--- src/rtl/gpr_wb_arb.sv ---
// Writeback arbiter: two buffered producer channels drive the two register-file write ports.
// Define GPR_WB_SCOREBOARD_EN to generate the pending-write `busy` vector (otherwise tied to zero).
module gpr_wb_arb #(
    parameter int DEPTH = 2
) (
    input  logic        clk,
    input  logic        reset,
    input  logic        a_valid,
    output logic        a_ready,
    input  logic [4:0]  a_reg,
    input  logic [31:0] a_val,
    input  logic        b_valid,
    output logic        b_ready,
    input  logic [4:0]  b_reg,
    input  logic [31:0] b_val,
    output logic        write_a_en,
    output logic [4:0]  write_a_select,
    output logic [31:0] write_a_val,
    output logic        write_b_en,
    output logic [4:0]  write_b_select,
    output logic [31:0] write_b_val,
    output logic [31:0] busy,
    output logic        idle
);

    localparam int PW = $clog2(DEPTH);
    localparam int CW = PW + 1;

    logic [4:0]    aMemReg_q [DEPTH];
    logic [31:0]   aMemVal_q [DEPTH];
    logic [PW-1:0] aWr_q, aRd_q;
    logic [CW-1:0] aCount_q;
    logic [4:0]    bMemReg_q [DEPTH];
    logic [31:0]   bMemVal_q [DEPTH];
    logic [PW-1:0] bWr_q, bRd_q;
    logic [CW-1:0] bCount_q;

    logic        aEn_q, bEn_q;
    logic [4:0]  aSel_q, bSel_q;
    logic [31:0] aVal_q, bVal_q;
    logic        prioB_q, prioB_d;
    logic        outOfReset_q;

    logic        aPush, bPush, aPresent, bPresent, conflict, aIssue, bIssue;
    logic [4:0]  aHeadReg, bHeadReg;
    logic [31:0] aHeadVal, bHeadVal;

    assign a_ready = outOfReset_q && (aCount_q != CW'(DEPTH));
    assign b_ready = outOfReset_q && (bCount_q != CW'(DEPTH));
    assign aPush   = a_valid && a_ready;
    assign bPush   = b_valid && b_ready;

    // On a same-register collision the loser holds exactly one cycle; prioB alternates the winner.
    always_comb begin
        aHeadReg = aMemReg_q[aRd_q];
        aHeadVal = aMemVal_q[aRd_q];
        bHeadReg = bMemReg_q[bRd_q];
        bHeadVal = bMemVal_q[bRd_q];
        aPresent = (aCount_q != '0);
        bPresent = (bCount_q != '0);
        conflict = aPresent && bPresent && (aHeadReg == bHeadReg);
        aIssue   = aPresent && !(conflict && prioB_q);
        bIssue   = bPresent && !(conflict && !prioB_q);
        prioB_d  = conflict && !prioB_q;
    end

    always_ff @(posedge clk or negedge reset) begin
        if (!reset) begin
            for (int i = 0; i < DEPTH; i++) begin
                aMemReg_q[i] <= '0;
                aMemVal_q[i] <= '0;
                bMemReg_q[i] <= '0;
                bMemVal_q[i] <= '0;
            end
            aWr_q        <= '0;
            aRd_q        <= '0;
            aCount_q     <= '0;
            bWr_q        <= '0;
            bRd_q        <= '0;
            bCount_q     <= '0;
            aEn_q        <= 1'b0;
            bEn_q        <= 1'b0;
            aSel_q       <= '0;
            bSel_q       <= '0;
            aVal_q       <= '0;
            bVal_q       <= '0;
            prioB_q      <= 1'b0;
            outOfReset_q <= 1'b0;
        end else begin
            outOfReset_q <= 1'b1;
            prioB_q      <= prioB_d;

            if (aPush) begin
                aMemReg_q[aWr_q] <= a_reg;
                aMemVal_q[aWr_q] <= a_val;
                aWr_q            <= aWr_q + PW'(1);
            end
            if (bPush) begin
                bMemReg_q[bWr_q] <= b_reg;
                bMemVal_q[bWr_q] <= b_val;
                bWr_q            <= bWr_q + PW'(1);
            end
            aCount_q <= aCount_q + CW'(aPush) - CW'(aIssue);
            bCount_q <= bCount_q + CW'(bPush) - CW'(bIssue);

            // Select and value are kept when a port is not reloaded; only the enable drops.
            aEn_q <= aIssue;
            if (aIssue) begin
                aSel_q <= aHeadReg;
                aVal_q <= aHeadVal;
                aRd_q  <= aRd_q + PW'(1);
            end
            bEn_q <= bIssue;
            if (bIssue) begin
                bSel_q <= bHeadReg;
                bVal_q <= bHeadVal;
                bRd_q  <= bRd_q + PW'(1);
            end
        end
    end

    assign write_a_en     = aEn_q;
    assign write_a_select = aSel_q;
    assign write_a_val    = aVal_q;
    assign write_b_en     = bEn_q;
    assign write_b_select = bSel_q;
    assign write_b_val    = bVal_q;
    assign idle = (aCount_q == '0) && (bCount_q == '0) && !aEn_q && !bEn_q;

`ifdef GPR_WB_SCOREBOARD_EN
    logic [31:0]   busyVec;
    logic [PW-1:0] aOff, bOff;

    // An entry slot is live when its distance from the read pointer is below the occupancy.
    always_comb begin
        busyVec = '0;
        aOff    = '0;
        bOff    = '0;
        for (int i = 0; i < DEPTH; i++) begin
            aOff = PW'(i) - aRd_q;
            bOff = PW'(i) - bRd_q;
            if ({1'b0, aOff} < aCount_q) busyVec[aMemReg_q[i]] = 1'b1;
            if ({1'b0, bOff} < bCount_q) busyVec[bMemReg_q[i]] = 1'b1;
        end
        if (aEn_q) busyVec[aSel_q] = 1'b1;
        if (bEn_q) busyVec[bSel_q] = 1'b1;
    end

    assign busy = busyVec;
`else
    assign busy = 32'h0;
`endif

endmodule

--- config.mk ---
export PLATFORM = sky130hd
export DESIGN_NAME = gpr_wb_arb
export DESIGN_NICKNAME = d
export VERILOG_FILES = /design/src/rtl/gpr_wb_arb.sv
export SDC_FILE = /design/constraint.sdc
export NUM_CORES = 1
export LEC_CHECK = 0
export ABC_AREA = 1
export CAP_MARGIN = 25
export CORE_MARGIN = 2
export CORE_UTILIZATION = 47
export CTS_CLUSTER_DIAMETER = 100
export DETAILED_ROUTE_END_ITERATION = 7
export PLACE_DENSITY = 0.77
export REMOVE_ABC_BUFFERS = 1
export SKIP_CTS_REPAIR_TIMING = 1
export SYNTH_ARGS = -nofsm -noshare
export SYNTH_HDL_FRONTEND = slang
export SYNTH_SLANG_ARGS = --single-unit
--- constraint.sdc ---
create_clock -name clk -period 2.4 [get_ports clk]
set_clock_uncertainty 0.1 [all_clocks]
set_input_delay 0.48 -clock clk [delete_from_list [all_inputs] [get_ports clk]]
set_output_delay 0.48 -clock clk [all_outputs]
set_load 0.05 [all_outputs]
==> impl_results.html, run 1 <==
<table>
<tr><th>Metric</th><th>Value</th></tr>
<tr><th colspan="2">Routing</th></tr>
<tr><td>Total wire length</td><td>23.40 mm</td></tr>
<tr><td>Number of optimization iterations in the first detailed-route pass</td><td>5</td></tr>
<tr><td>Remaining routing DRC violations</td><td>0</td></tr>
<tr><td>Routed via count</td><td>8204</td></tr>
<tr><td>Post-DR vias/cell</td><td>4.892</td></tr>
<tr><td>Post-detailed-route wirelength per cell</td><td>13.95 µm</td></tr>
<tr><td>1st-iter DRT viols</td><td>551</td></tr>
<tr><td>Remaining antenna violation count after routing</td><td>0</td></tr>
<tr><th colspan="2">Setup path</th></tr>
<tr><td>Critical path buffer and inverter count</td><td>1</td></tr>
<tr><td>Crit path cell chain</td><td>clkdlybuf4s50_1</td></tr>
<tr><td>Library cell contributing the largest single delay on the critical path</td><td>sky130_fd_sc_hd__clkdlybuf4s50_1</td></tr>
<tr><td>Signal arrival time at the worst endpoint</td><td>1.73 ns</td></tr>
<tr><td>Slack of the worst reg-to-reg path</td><td>0.20 ns</td></tr>
<tr><td>Type of element launching the critical path</td><td>register</td></tr>
<tr><td>Delay-heaviest family, CP</td><td>buffers and inverters</td></tr>
<tr><td>Category of the worst setup path capture point</td><td>primary output</td></tr>
<tr><td>Data required, critical path</td><td>1.82 ns</td></tr>
<tr><td>Critical path fanouts, max</td><td>2</td></tr>
<tr><td>Crit Path Class</td><td>reg -&gt; out</td></tr>
<tr><td>Longest individual stage delay on the worst path</td><td>0.83 ns</td></tr>
<tr><th colspan="2">Synth</th></tr>
<tr><td>Cells after synthesis</td><td>1247</td></tr>
<tr><td>Synthesis-stage register bit count</td><td>234</td></tr>
<tr><td>Count of yosys warnings during synthesis</td><td>0</td></tr>
<tr><td>Combined area of all synthesized cells</td><td>10180 µm²</td></tr>
<tr><td>Part of the Yosys area used for sequential elements</td><td>57.52%</td></tr>
<tr><td>Netlist cell types</td><td>20</td></tr>
<tr><td>Post-Syn Area per Cell</td><td>8.164 µm²</td></tr>
<tr><th colspan="2">Clocking</th></tr>
<tr><td>Clock network latency to the later pin of the worst-skew pair</td><td>0.51 ns</td></tr>
<tr><td>CTS Buf Count</td><td>24</td></tr>
<tr><td>Clock slew seen by the registers of the worst setup and hold paths</td><td>0.06 ns</td></tr>
<tr><td>Count of H-tree levels built during CTS</td><td>1</td></tr>
<tr><td>Root buffer cell</td><td>sky130_fd_sc_hd__clkbuf_16</td></tr>
<tr><td>Longest Clk Path Bufs</td><td>3</td></tr>
<tr><td>CTS tree</td><td>yes</td></tr>
<tr><td>TritonCTS Sinks</td><td>234</td></tr>
<tr><th colspan="2">Die</th></tr>
<tr><td>I/O pin cnt</td><td>189</td></tr>
<tr><td>Vertical die dimension</td><td>151.2 µm</td></tr>
<tr><td>DIE AREA</td><td>22860 µm²</td></tr>
<tr><td>Area of the placeable core</td><td>21150 µm²</td></tr>
<tr><td>Initial Utilization</td><td>48.13%</td></tr>
<tr><td>Floorplan die width</td><td>151.2 µm</td></tr>
<tr><td># rows</td><td>53</td></tr>
<tr><th colspan="2">Place</th></tr>
<tr><td>Final estimated routing congestion in global placement</td><td>0.7469</td></tr>
<tr><td>HPWL after detailed placement</td><td>15.08 mm</td></tr>
<tr><td>Placement-stage worst setup slack</td><td>0.1563 ns</td></tr>
<tr><td>PortBufs</td><td>156</td></tr>
<tr><th colspan="2">Global routing</th></tr>
<tr><td>Initial antenna violation count</td><td>2</td></tr>
<tr><td>Maximum number of pins on one net before global-route repair</td><td>76</td></tr>
<tr><td>GRT Residual Overflow</td><td>0</td></tr>
<tr><td>Global-route wire length before repair</td><td>38.14 mm</td></tr>
<tr><td>Via count of the first global-routing pass</td><td>7731</td></tr>
<tr><td>GR Util All Layers</td><td>20.65%</td></tr>
<tr><th colspan="2">Final layout</th></tr>
<tr><td>Final Core Density</td><td>60.09%</td></tr>
<tr><td># fillers</td><td>1851</td></tr>
<tr><td>Post-synthesis to final-layout area growth</td><td>24.85%</td></tr>
<tr><td>FF/Latch Area</td><td>5858 µm²</td></tr>
<tr><td>Area used by multi-input combinational logic</td><td>3526 µm²</td></tr>
<tr><td>Post-layout net count</td><td>1466</td></tr>
<tr><td>Fraction of final layout cells with drive strength greater than 1</td><td>5.429%</td></tr>
<tr><th colspan="2">Power and ir drop</th></tr>
<tr><td>Standby leakage power</td><td>6.686 nW</td></tr>
<tr><td>PD cells</td><td>1490 nW/µm²</td></tr>
<tr><td>Worst ir drop on vdd</td><td>0.7544 mV</td></tr>
<tr><td>Overall power consumption</td><td>0.01893 W</td></tr>
<tr><th colspan="2">Timing</th></tr>
<tr><td>Final Hold Vio Count</td><td>0</td></tr>
<tr><td>Final worst slack</td><td>0.09130 ns</td></tr>
<tr><td>Final sum of negative setup slack</td><td>0 ns</td></tr>
<tr><td>RSZ-0062 raised after global routing</td><td>false</td></tr>
<tr><td>Max frequency</td><td>0.4331 GHz</td></tr>
<tr><td>Measured slew at the worst slew-check pin</td><td>0.5670 ns</td></tr>
<tr><td>Final Cycle Share</td><td>96.20%</td></tr>
<tr><td>Max-slew violation count</td><td>0</td></tr>
<tr><td>Post-layout min period</td><td>2.309 ns</td></tr>
<tr><td>Total setup violations reported at the end of the flow</td><td>0</td></tr>
<tr><td>Headroom to the max-slew limit</td><td>62.08%</td></tr>
<tr><th colspan="2">Status</th></tr>
<tr><td>Result of the run</td><td>completed</td></tr>
<tr><th colspan="2">Flow run</th></tr>
<tr><td>Number of violations of the max-capacitance limit</td><td>0</td></tr>
<tr><th colspan="2">Worst hold path</th></tr>
<tr><td>Type of the most critical hold path</td><td>reg -&gt; reg</td></tr>
</table>
report_power, final:
part | switching, W | internal, W | leakage (nW) | total [W]
sequential | 0.00102 | 0.00579 | 2.93 | 0.00681
combinational | 0.00574 | 0.00294 | 3.40 | 0.00868
clock | 0.00145 | 0.00200 | 0.357 | 0.00345
total | 0.00820 | 0.0107 | 6.69 | 0.0189
kinds of logic after synthesis:
group,count (synthesis),share of synthesized area (%)
xor gates and xnor gates,4,0.3441
other,2,0.07376
AOI/OAI and AO/OA,151,7.423
adders and majority gates,4,0.4916
buffers and inverters,205,9.168
DFF,234,57.52
and+or+nand+nor,647,24.98
cell usage after synthesis, drive strengths merged:
cell	count	area, µm²
ha	4	50.05
xnor2	4	35.03
clkbuf	39	146.4
nand4	2	12.51
or2	2	12.51
a21oi	2	10.01
nand2	555	2083
nor4	1	6.260
dfrtp	234	5856
conb	2	7.510
nand3	80	400.4
inv	101	379.1
nor2	7	28.78
o21ai	149	745.7
buf	65	407.9
worst min-delay path: cells and delay by family, from the launching register on:
family           cells  cell delay (ns)
flip-flops           1             0.34
AND/OR/NAND/NOR      2             0.09
routing by layer:
layer,routed length (µm),up-vias,global-route usage (%)
met3,1170,44,2.651
met4,606,0,6.682
met2,11210,243,33.53
li1,-,4063,-
met1,10420,3854,29.03
met5,0,-,0
worst paths after layout:
check,start,endpoint,depth (start not counted)
worst max-delay path,write_b_select[2]$_DFFE_PN0P_,write_b_select[2],1
worst min-delay path,write_a_val[8]$_DFFE_PN0P_,write_a_val[8]$_DFFE_PN0P_,2
worst max register to register,aRd_q$_DFFE_PN0P_,aCount_q[1]$_DFF_PN0_,13
worst min register to register,write_a_val[8]$_DFFE_PN0P_,write_a_val[8]$_DFFE_PN0P_,2
max in group asynchronous,reset,bMemVal_q[12]$_DFFE_PN0P_,3
min in group asynchronous,reset,aMemVal_q[6]$_DFFE_PN0P_,2
cell usage in the layout (no fill, tap or decap):
master,n
sky130_fd_sc_hd__nand2_1,554
sky130_fd_sc_hd__dfrtp_1,232
sky130_fd_sc_hd__clkdlybuf4s50_1,152
sky130_fd_sc_hd__o21ai_0,149
sky130_fd_sc_hd__inv_1,98
sky130_fd_sc_hd__nand3_1,78
sky130_fd_sc_hd__conb_1,33
sky130_fd_sc_hd__clkbuf_16,25
sky130_fd_sc_hd__buf_4,22
sky130_fd_sc_hd__clkbuf_1,10
sky130_fd_sc_hd__buf_12,8
sky130_fd_sc_hd__nor2_1,4
sky130_fd_sc_hd__xnor2_1,4
sky130_fd_sc_hd__ha_1,4
sky130_fd_sc_hd__clkinv_2,4
sky130_fd_sc_hd__nor2_2,3
sky130_fd_sc_hd__clkbuf_8,3
sky130_fd_sc_hd__diode_2,2
sky130_fd_sc_hd__inv_2,2
sky130_fd_sc_hd__nand4_1,2
sky130_fd_sc_hd__a21oi_1,2
sky130_fd_sc_hd__nand3_2,2
sky130_fd_sc_hd__or2_2,2
sky130_fd_sc_hd__dfrtp_2,2
sky130_fd_sc_hd__inv_4,1
sky130_fd_sc_hd__nand2_2,1
sky130_fd_sc_hd__nor4_1,1
sky130_fd_sc_hd__dlygate4sd3_1,1
sky130_fd_sc_hd__buf_8,1
sequential cells by signal, summed over array words and instances (netlist names):
name / cells
write_a_val: 32
bWr_q: 1
aRd_q: 1
write_b_en: 1
bRd_q: 1
aMemVal_q: 64
write_b_select: 5
bMemVal_q: 64
aCount_q: 2
write_a_select: 5
prioB_q: 1
outOfReset_q: 1
write_a_en: 1
aWr_q: 1
write_b_val: 32
bCount_q: 2
aMemReg_q: 10
bMemReg_q: 10
layout make-up:
class                      instances  area share [%]
tap                              275           2.707
sequential                       234           46.09
inverter                         101           3.002
multi-input combinational        839           27.74
clock buffer                      38           5.542
timing repair buffer             184           14.73
antenna                            2         0.03937
clock inverter                     4          0.1575
through the flow:
stage,std cells,hold slack [ns],cell area [µm²]
floorplan,1174,0.08441,9743
global placement,1631,0.3534,11960
detailed placement,1631,0.3576,11960
CTS,1673,-0.1600,12680
global route,1677,0.3909,12710
finish,1677,0.3669,12710
Note: power is estimated with default switching activity, not from simulation.
==> inputs of run 2 (changes only) <==
- CORE_MARGIN: 2 -> default
==> run 2 against run 1 <==
  * Via count rose by 0.83%
  * Final cell count rose by 0.24%
  * Highest routed layer unchanged
  * Non-clock buffer count rose by 4
  * Core utilization rose by 0.51 points
  * Register-to-register slack improved by 0.04 ns
  * Cell area rose by 0.86%
  * First-iteration DRC count fell by 11%
  * Global-route usage rose by 1.6 points
  * Worst setup slack got worse by 0.0039 ns
  * Count of clock-buffer cells in the layout fell by 1
==> impl_results.html, run 2 (same netlist as run 1, synthesis figures left out) <==
<table>
<tr><th>Metric</th><th>Value</th></tr>
<tr><th colspan="2">Status</th></tr>
<tr><td>Result of the run</td><td>completed</td></tr>
<tr><th colspan="2">Clocking</th></tr>
<tr><td>Root buffer cell</td><td>sky130_fd_sc_hd__clkbuf_16</td></tr>
<tr><td>TritonCTS Sinks</td><td>234</td></tr>
<tr><td>CTS tree</td><td>yes</td></tr>
<tr><td>Clock slew seen by the registers of the worst setup and hold paths</td><td>0.06 ns</td></tr>
<tr><td>Count of H-tree levels built during CTS</td><td>1</td></tr>
<tr><td>Clock network latency to the later pin of the worst-skew pair</td><td>0.51 ns</td></tr>
<tr><td>CTS Buf Count</td><td>24</td></tr>
<tr><td>Longest Clk Path Bufs</td><td>3</td></tr>
<tr><th colspan="2">Setup path</th></tr>
<tr><td>Crit path cell chain</td><td>clkdlybuf4s50_1</td></tr>
<tr><td>Delay-heaviest family, CP</td><td>buffers and inverters</td></tr>
<tr><td>Slack of the worst reg-to-reg path</td><td>0.24 ns</td></tr>
<tr><td>Type of element launching the critical path</td><td>register</td></tr>
<tr><td>Data required, critical path</td><td>1.82 ns</td></tr>
<tr><td>Crit Path Class</td><td>reg -&gt; out</td></tr>
<tr><td>Category of the worst setup path capture point</td><td>primary output</td></tr>
<tr><td>Longest individual stage delay on the worst path</td><td>0.86 ns</td></tr>
<tr><td>Signal arrival time at the worst endpoint</td><td>1.73 ns</td></tr>
<tr><td>Critical path fanouts, max</td><td>2</td></tr>
<tr><td>Library cell contributing the largest single delay on the critical path</td><td>sky130_fd_sc_hd__clkdlybuf4s50_1</td></tr>
<tr><td>Critical path buffer and inverter count</td><td>1</td></tr>
<tr><th colspan="2">Place</th></tr>
<tr><td>HPWL after detailed placement</td><td>14.98 mm</td></tr>
<tr><td>Cell area after placement</td><td>11980 µm²</td></tr>
<tr><td>PortBufs</td><td>156</td></tr>
<tr><td>Placement-stage worst setup slack</td><td>0.1622 ns</td></tr>
<tr><td>Final estimated routing congestion in global placement</td><td>0.7448</td></tr>
<tr><th colspan="2">Die</th></tr>
<tr><td># rows</td><td>53</td></tr>
<tr><td>Vertical die dimension</td><td>149.2 µm</td></tr>
<tr><td>Initial Utilization</td><td>48.13%</td></tr>
<tr><td>DIE AREA</td><td>22250 µm²</td></tr>
<tr><td>Floorplan die width</td><td>149.2 µm</td></tr>
<tr><td>I/O pin cnt</td><td>189</td></tr>
<tr><td>Area of the placeable core</td><td>21150 µm²</td></tr>
<tr><th colspan="2">Power and ir drop</th></tr>
<tr><td>Sequential share of power</td><td>35.1%</td></tr>
<tr><td>Net switching component of the power</td><td>0.008301 W</td></tr>
<tr><td>Worst ir drop on vdd</td><td>0.8370 mV</td></tr>
<tr><td>Cell Int Power</td><td>0.01104 W</td></tr>
<tr><td>Part of the power in the clock network</td><td>19.8%</td></tr>
<tr><td>Sw frac</td><td>42.93%</td></tr>
<tr><td>Standby leakage power</td><td>6.750 nW</td></tr>
<tr><td>PD cells</td><td>1508 nW/µm²</td></tr>
<tr><td>Combinational fraction of design power</td><td>45.0%</td></tr>
<tr><th colspan="2">Routing</th></tr>
<tr><td>Post-detailed-route wirelength per cell</td><td>14.26 µm</td></tr>
<tr><td>Remaining antenna violation count after routing</td><td>0</td></tr>
<tr><td>Total wire length</td><td>23.96 mm</td></tr>
<tr><td>Remaining routing DRC violations</td><td>0</td></tr>
<tr><td>1st-iter DRT viols</td><td>488</td></tr>
<tr><td>Routed via count</td><td>8272</td></tr>
<tr><td>Post-DR vias/cell</td><td>4.921</td></tr>
<tr><td>Number of optimization iterations in the first detailed-route pass</td><td>6</td></tr>
<tr><th colspan="2">Global routing</th></tr>
<tr><td>Global-route wire length before repair</td><td>39.76 mm</td></tr>
<tr><td>GRT Residual Overflow</td><td>0</td></tr>
<tr><td>GR Util All Layers</td><td>22.27%</td></tr>
<tr><td>Initial antenna violation count</td><td>1</td></tr>
<tr><td>Maximum number of pins on one net before global-route repair</td><td>75</td></tr>
<tr><td>Via count of the first global-routing pass</td><td>8015</td></tr>
<tr><th colspan="2">Final layout</th></tr>
<tr><td>Area of all placed cells without fillers</td><td>12820 µm²</td></tr>
<tr><td>Post-synthesis to final-layout area growth</td><td>25.92%</td></tr>
<tr><td>Post-layout net count</td><td>1470</td></tr>
<tr><td>Fraction of final layout cells with drive strength greater than 1</td><td>5.979%</td></tr>
<tr><td>Registers with the most flip-flops</td><td>aMemVal_q x64, bMemVal_q x64</td></tr>
<tr><td>Most common library cell in the layout ignoring fill and taps</td><td>sky130_fd_sc_hd__nand2_1</td></tr>
<tr><td>Commonest cells after routing, fill and taps aside</td><td>sky130_fd_sc_hd__nand2_1, sky130_fd_sc_hd__dfrtp_1, sky130_fd_sc_hd__clkdlybuf4s50_1</td></tr>
<tr><th colspan="2">Timing</th></tr>
<tr><td>Max-slew violation count</td><td>0</td></tr>
<tr><td>RSZ-0062 raised after global routing</td><td>false</td></tr>
<tr><td>Post-layout min period</td><td>2.313 ns</td></tr>
<tr><td>Final Cycle Share</td><td>96.36%</td></tr>
<tr><td>Final Hold Vio Count</td><td>0</td></tr>
<tr><td>Headroom to the max-slew limit</td><td>54.29%</td></tr>
<tr><td>Final worst slack</td><td>0.08743 ns</td></tr>
<tr><td>Max frequency</td><td>0.4324 GHz</td></tr>
<tr><td>Total setup violations reported at the end of the flow</td><td>0</td></tr>
<tr><td>Measured slew at the worst slew-check pin</td><td>0.6856 ns</td></tr>
<tr><th colspan="2">Flow run</th></tr>
<tr><td>Number of violations of the max-capacitance limit</td><td>0</td></tr>
<tr><th colspan="2">Worst hold path</th></tr>
<tr><td>Type of the most critical hold path</td><td>reg -&gt; reg</td></tr>
</table>
[run 2: changes by cell type in the layout (fill, tap and decap cells not counted), moves of 2 or more]
cell                        before  now
sky130_fd_sc_hd__buf_4          22   27
sky130_fd_sc_hd__clkbuf_1       10    5
sky130_fd_sc_hd__clkbuf_8        3    7
sky130_fd_sc_hd__bufinv_16       0    2
[run 2: per-stage QoR]
stage	cells	TNS, ns	hold slack [ns]	power, W	utilization (%)
2_1_floorplan	1174	-214.31	0.08441	0.01256	-
3_5_place_dp	1636	0	0.3570	0.01551	56.62
3_3_place_gp	1636	0	0.3533	0.01525	56.62
6_report	1681	0	0.3667	0.01934	60.60
5_1_grt	1681	0	0.3964	0.02075	60.60
4_1_cts	1679	-0.004003	-0.1457	0.01943	60.50
[run 2: path summary, 6_finish.rpt]
| check | start | end | cells after the start |
|---|---|---|---|
| max | write_a_select[0]$_DFFE_PN0P_ | write_a_select[0] | 1 |
| min in group asynchronous | reset | write_a_val[2]$_DFFE_PN0P_ | 2 |
| max reg2reg | bRd_q$_DFFE_PN0P_ | bCount_q[1]$_DFF_PN0_ | 13 |
| max in group asynchronous | reset | bMemVal_q[53]$_DFFE_PN0P_ | 3 |
| min reg2reg | write_a_val[28]$_DFFE_PN0P_ | write_a_val[28]$_DFFE_PN0P_ | 2 |
| min | write_a_val[28]$_DFFE_PN0P_ | write_a_val[28]$_DFFE_PN0P_ | 2 |
[run 2: final cells by class]
cell class	count	area, µm²
Timing Repair Buffer	188	1889
Clock inverter	6	80.08
Clock buffer	37	740.7
Multi-Input combinational cell	839	3527
Sequential cell	234	5857
Antenna cell	1	2.502
Inverter	101	379.1
Fill cell	1811	8334
Tap cell	275	344.1
[run 2: power by group through the flow]
stage,registers (W),logic [W],clock network [W]
finish,0.00680,0.00870,0.00384
global route,0.00702,0.00967,0.00406
CTS,0.00679,0.00875,0.00388
detailed placement,0.00683,0.00867,0
global placement,0.00677,0.00847,0
floorplan,0.00861,0.00394,0
[run 2: tightest hold or removal path: cells and delay by family, from the launching register on]
family,cells,cell delay (ns)
flip-flops,1,0.34
AND/OR/NAND/NOR,2,0.09
[run 2: layer usage]
| metal | track usage (%) | wire length, µm |
|---|---|---|
| met5 | 0 | 0 |
| met4 | 7.908 | 660 |
| met3 | 3.180 | 1188 |
| met2 | 36.74 | 11700 |
| met1 | 30.01 | 10420 |
==> inputs of run 3 (changes only) <==
- CTS_CLUSTER_DIAMETER: 100 -> 150
- SKIP_CTS_REPAIR_TIMING: 1 -> default
- SLEW_MARGIN: default -> 15
==> results of run 3 <==
No change in the layout: final DEF, timing and power equal those of run 2.
Main changes from that run: wire length of the first global-routing pass 39760 µm -> 39780 µm; via count of the first global-routing pass 8015 -> 8017; met1 usage 30.01% -> 30.03%
